[src/rtl/clk_lock_supervisor.sv]
// Clock-lock supervisor: pulses the PLL/DCM reset, waits for a stable synchronized
// lock, then releases the memory, bus and IO domain resets in order.
module clk_lock_supervisor #(
    parameter int RST_PULSE     = 16,
    parameter int LOCK_TIMEOUT  = 65536,
    parameter int SETTLE_CYCLES = 1024,
    parameter int STAGE_GAP     = 64
) (
    input  logic       wb_clk_i,
    input  logic       wb_rst_i,
    input  logic       lock_i,
    output logic       pll_rst_o,
    output logic [2:0] stage_rst_o,
    output logic       ready_o,
    output logic [2:0] state_o,
    output logic [7:0] retry_cnt_o,
    output logic [7:0] loss_cnt_o
);

    typedef enum logic [2:0] {
        PLL_RST   = 3'd0,
        WAIT_LOCK = 3'd1,
        SETTLE    = 3'd2,
        RELEASE   = 3'd3,
        RUN       = 3'd4
    } state_t;

    function automatic int max2(input int a, input int b);
        return (a > b) ? a : b;
    endfunction

    // RELEASE runs for 2*STAGE_GAP+1 cycles, so it competes with the other limits
    localparam int REL_LEN = 2 * STAGE_GAP + 1;
    localparam int MAX_CNT = max2(max2(RST_PULSE, LOCK_TIMEOUT), max2(SETTLE_CYCLES, REL_LEN));
    localparam int CNT_W   = $clog2(MAX_CNT + 1);

    localparam logic [CNT_W-1:0] RST_LAST     = CNT_W'(RST_PULSE - 1);
    localparam logic [CNT_W-1:0] TIMEOUT_LAST = CNT_W'(LOCK_TIMEOUT - 1);
    localparam logic [CNT_W-1:0] SETTLE_LAST  = CNT_W'(SETTLE_CYCLES - 1);
    localparam logic [CNT_W-1:0] GAP1_LAST    = CNT_W'(STAGE_GAP - 1);
    localparam logic [CNT_W-1:0] GAP2_LAST    = CNT_W'(2 * STAGE_GAP - 1);
    localparam logic [CNT_W-1:0] REL_LAST     = CNT_W'(2 * STAGE_GAP);

    state_t           state;
    logic [CNT_W-1:0] cnt;
    logic             lock_meta;
    logic             lock_s;

    assign state_o = state;

    always_ff @(posedge wb_clk_i) begin
        if (wb_rst_i) begin
            lock_meta   <= 1'b0;
            lock_s      <= 1'b0;
            state       <= PLL_RST;
            cnt         <= '0;
            pll_rst_o   <= 1'b1;
            stage_rst_o <= 3'b111;
            ready_o     <= 1'b0;
            retry_cnt_o <= 8'd0;
            loss_cnt_o  <= 8'd0;
        end else begin
            lock_meta <= lock_i;
            lock_s    <= lock_meta;
            case (state)
                PLL_RST: begin
                    pll_rst_o   <= 1'b1;
                    stage_rst_o <= 3'b111;
                    ready_o     <= 1'b0;
                    if (cnt == RST_LAST) begin
                        state     <= WAIT_LOCK;
                        pll_rst_o <= 1'b0;
                        cnt       <= '0;
                    end else begin
                        cnt <= cnt + 1'b1;
                    end
                end
                WAIT_LOCK: begin
                    if (lock_s) begin
                        state <= SETTLE;
                        cnt   <= '0;
                    end else if (cnt == TIMEOUT_LAST) begin
                        state     <= PLL_RST;
                        pll_rst_o <= 1'b1;
                        cnt       <= '0;
                        if (retry_cnt_o != 8'hFF)
                            retry_cnt_o <= retry_cnt_o + 8'd1;
                    end else begin
                        cnt <= cnt + 1'b1;
                    end
                end
                SETTLE: begin
                    if (!lock_s) begin
                        state <= WAIT_LOCK;
                        cnt   <= '0;
                    end else if (cnt == SETTLE_LAST) begin
                        // bit0 is already clear when RELEASE first becomes visible
                        state       <= RELEASE;
                        stage_rst_o <= 3'b110;
                        cnt         <= '0;
                    end else begin
                        cnt <= cnt + 1'b1;
                    end
                end
                RELEASE: begin
                    if (!lock_s) begin
                        state       <= PLL_RST;
                        pll_rst_o   <= 1'b1;
                        stage_rst_o <= 3'b111;
                        ready_o     <= 1'b0;
                        cnt         <= '0;
                    end else if (cnt == REL_LAST) begin
                        state   <= RUN;
                        ready_o <= 1'b1;
                        cnt     <= '0;
                    end else begin
                        cnt <= cnt + 1'b1;
                        if (cnt == GAP1_LAST)
                            stage_rst_o <= 3'b100;
                        else if (cnt == GAP2_LAST)
                            stage_rst_o <= 3'b000;
                    end
                end
                RUN: begin
                    stage_rst_o <= 3'b000;
                    if (!lock_s) begin
                        state       <= PLL_RST;
                        pll_rst_o   <= 1'b1;
                        stage_rst_o <= 3'b111;
                        ready_o     <= 1'b0;
                        cnt         <= '0;
                        if (loss_cnt_o != 8'hFF)
                            loss_cnt_o <= loss_cnt_o + 8'd1;
                    end
                end
                default: begin
                    state       <= PLL_RST;
                    pll_rst_o   <= 1'b1;
                    stage_rst_o <= 3'b111;
                    ready_o     <= 1'b0;
                    cnt         <= '0;
                end
            endcase
        end
    end

endmodule

[config.mk]
export PLATFORM = sky130hd
export DESIGN_NAME = clk_lock_supervisor
export DESIGN_NICKNAME = d
export VERILOG_FILES = /design/src/rtl/clk_lock_supervisor.sv
export SDC_FILE = /design/constraint.sdc
export NUM_CORES = 1
export LEC_CHECK = 0
export BUFFER_PORTS_ARGS = -buffer_cell sky130_fd_sc_hd__buf_2
export CORE_ASPECT_RATIO = 0.7
export CORE_MARGIN = 4
export CORE_UTILIZATION = 54
export CTS_BUF_LIST = sky130_fd_sc_hd__clkbuf_2
export DETAILED_ROUTE_END_ITERATION = 8
export PLACE_DENSITY = 0.84
export SKIP_CTS_REPAIR_TIMING = 1
export SLEW_MARGIN = 20
export SYNTH_ARGS = -nofsm -noshare
export SYNTH_HDL_FRONTEND = slang
export SYNTH_SLANG_ARGS = --single-unit
[constraint.sdc]
create_clock -name wb_clk_i -period 2.9 [get_ports wb_clk_i]
set_input_delay 0.435 -clock wb_clk_i [delete_from_list [all_inputs] [get_ports wb_clk_i]]
set_output_delay 0.435 -clock wb_clk_i [all_outputs]
set_load 0.01 [all_outputs]
==> flow_metrics.py <==
metrics = {
    "timing": {
        "whs_ns": 0.243,
        "tightest_slew_ns": 0.584,
        "max_slew_margin_pct": 61.0,
        "drv_slew": 0,
        "fin_crit_sh_pct": 95.0,
        "fmax_ghz": 0.363,
        "finalSetupViolations": 0,
        "hold_violations": 0,
        "fin_skew_ns": 0.00429,
        "fin_crit_ns": 2.76,
    },
    "clocking": {
        "clock-root-buffer": "clkbuf_2",
        "clk_path_buf_depth": 2,
        "htreeDepth": 2,
        "cts_tree": "yes",
        "worstSkewPairLatency_ns": 0.41,
        "clkSlewWorstSetupHoldPaths_ns": 0.21,
        "clock-sinks": 43,
        "numCtsBuffers": 5,
    },
    "global_routing": {
        "grt_max_degree": 37,
        "grtUsageTotal_pct": 20.2,
        "grt_remaining_overflow": 0,
        "antenna_found_initial": 0,
        "grt_pass1_wl_um": 8980,
        "grt_pass1_vias": 1889,
    },
    "floorplan": {
        "rows": 19,
        "die_width_um": 87.0,
        "start_util_pct": 58.0,
        "core-area_um2": 4070,
        "fp.dieH_um": 63.3,
        "io_pins": 27,
        "die-area_um2": 5510,
    },
    "layout": {
        "antenna_cells": 0,
        "nets": 323,
        "final_common_cell": "dfxtp_1",
        "final_util_pct": 67.0,
        "layout.cells.non_filler": 367,
        "fillers": 333,
        "final_layout_size_suffix_gt1_share_pct": 24.8,
        "final_cell_mix": "dfxtp_1 (41), nor2_1 (34), buf_2 (26), nand2_1 (24), buf_4 (15)",
        "area_growth_pct": 15.4,
    },
    "placed_design": {
        "dp_hpwl_um": 4070,
        "place_congestion": 0.844,
        "placedCellCount": 355,
        "io_buffers": 26,
    },
    "worst_setup_path": {
        "worstPathArrival_ns": 3.10,
        "cp-end-kind": "flip-flop",
        "cp-start-kind": "flip-flop",
        "crit_fanout": 4,
        "path_class": "reg -> reg",
        "timing.critical_path.required_ns": 3.24,
        "rr_worst_depth": 15,
    },
    "logic_synthesis": {
        "syn_avg_cell_area_um2": 8.55,
        "synth_top_area_share_pct": 36.5,
        "synthTopCellsByArea": "dfxtp_1 (36%), nor2_1 (5.4%), nand2_1 (3.8%)",
        "synth_area_um2": 2360,
        "async_reset_ff_share_pct": 0,
        "yosysUniqueCellTypes": 60,
        "ys_ff_latch": 43,
        "synth_area_leader_cell": "dfxtp_1",
        "syn_nets": 285,
        "yosys_warnings": 0,
        "synthCells": 276,
        "synthFlopType": "dfxtp_1",
        "synth_edf_count": 0,
        "synth-seq-area-share_pct": 36.5,
    },
    "route": {
        "drt_iter0_markers": 203,
        "dr_total_vias": 2123,
        "via_per_inst": 5.78,
        "routedWlPerCell_um": 14.9,
        "drc": 0,
        "drt_wl_total_um": 5480,
        "drtPass1Iterations": 4,
        "ant_nets": 0,
    },
    "outcome": {
        "status": "finished clean",
    },
    "pwr": {
        "max-vdd-ir-drop_v": 0.000258,
        "power_leakage_nw": 1.01,
        "power.density_nw_per_um2": 377,
    },
    "hold_path": {
        "hp-class": "in -> reg",
        "min_path_cells": 2,
    },
    "job": {
        "cap_viol_max_count": 0,
    },
}
## registers in the layout, summed over array words and instances, names as in the netlist
signal       count
state_o          3
cnt             17
pll_rst_o        1
stage_rst_o      3
retry_cnt_o      8
lock_s           1
lock_meta        1
loss_cnt_o       8
ready_o          1
## power breakdown
group          switching [W]  internal (W)  leakage [nW]  total [W]
clock               0.000196     0.0000554        0.0325   0.000251
combinational      0.0000798     0.0000719         0.624   0.000152
sequential         0.0000176      0.000607         0.349   0.000625
## synth_stat cells (all sizes together) (7+ instances only)
| library cell | number |
|---|---|
| nor3 | 11 |
| nor2 | 34 |
| xor2 | 10 |
| nand3 | 11 |
| dfxtp | 43 |
| xnor2 | 8 |
| a21oi | 9 |
| and3 | 8 |
| nand4 | 7 |
| o21ai | 15 |
| clkbuf | 8 |
| nand2 | 24 |
| inv | 12 |
## layer usage
layer | vias to the layer above | track usage [%] | part of all wire, %
li1 | 1059 | - | -
met1 | 989 | 29.7 | 49
met2 | 64 | 29.0 | 43
met3 | 11 | 4.30 | 6.5
met4 | 0 | 6.61 | 1.8
met5 | - | 0 | 0
## worst paths after layout
check                        from              endpoint  slack, ns
min                        lock_i  lock_meta$_SDFF_PP0_       0.24
max           cnt[0]$_SDFFE_PP0P_  cnt[10]$_SDFFE_PP0P_       0.14
min reg2reg  lock_meta$_SDFF_PP0_     lock_s$_SDFF_PP0_       0.46
max reg2reg   cnt[0]$_SDFFE_PP0P_  cnt[10]$_SDFFE_PP0P_       0.14
## layout make-up
type / count / area, um^2 / share of cell area (%)
clock buffer: 5 / 25.0 / 0.919
tap: 52 / 65.1 / 2.39
clock inverter: 3 / 15.0 / 0.551
timing repair buffer: 43 / 274 / 10.1
sequential: 43 / 866 / 31.8
inverter: 12 / 45.0 / 1.65
multi-input combinational: 209 / 1430 / 52.6
## through the flow
stage	setup WS [ns]	setup TNS [ns]	power [W]	instance area, um^2
3_3_place_gp	0.151	0	0.000768	2600
4_1_cts	-0.0972	-0.862	0.00102	2640
2_1_floorplan	0.00882	0	0.000736	2360
5_1_grt	-0.0196	-0.0540	0.00108	2720
6_report	0.144	0	0.00103	2720
3_5_place_dp	-0.0379	-0.242	0.000772	2600
## critical path: stages (launching register included)
cell and delay [ns]:
dfxtp_4 0.40, ha_4 0.14, nand4_1 0.12, nor3_2 0.25
and3_4 0.22, and3_4 0.20, nand3_2 0.08, inv_1 0.07
ha_2 0.16, inv_1 0.05, a22oi_1 0.17, a21bo_4 0.26
nor3_4 0.16, buf_6 0.14, o31ai_1 0.06, a21o_1 0.19
## cells by family (layout without fill, tap and decap cells)
logic type / count (synthesis) / count (layout) / share of synthesized area (%)
buffers and inverters: 24 / 63 / 4.67
AOI/OAI and AO/OA: 57 / 57 / 18.9
adders and majority gates: 6 / 6 / 3.18
and+or+nand+nor: 125 / 125 / 28.8
DFF: 43 / 43 / 36.5
xor gates and xnor gates: 18 / 18 / 6.68
muxes: 3 / 3 / 1.27
Note: power is estimated with default switching activity, not from simulation.
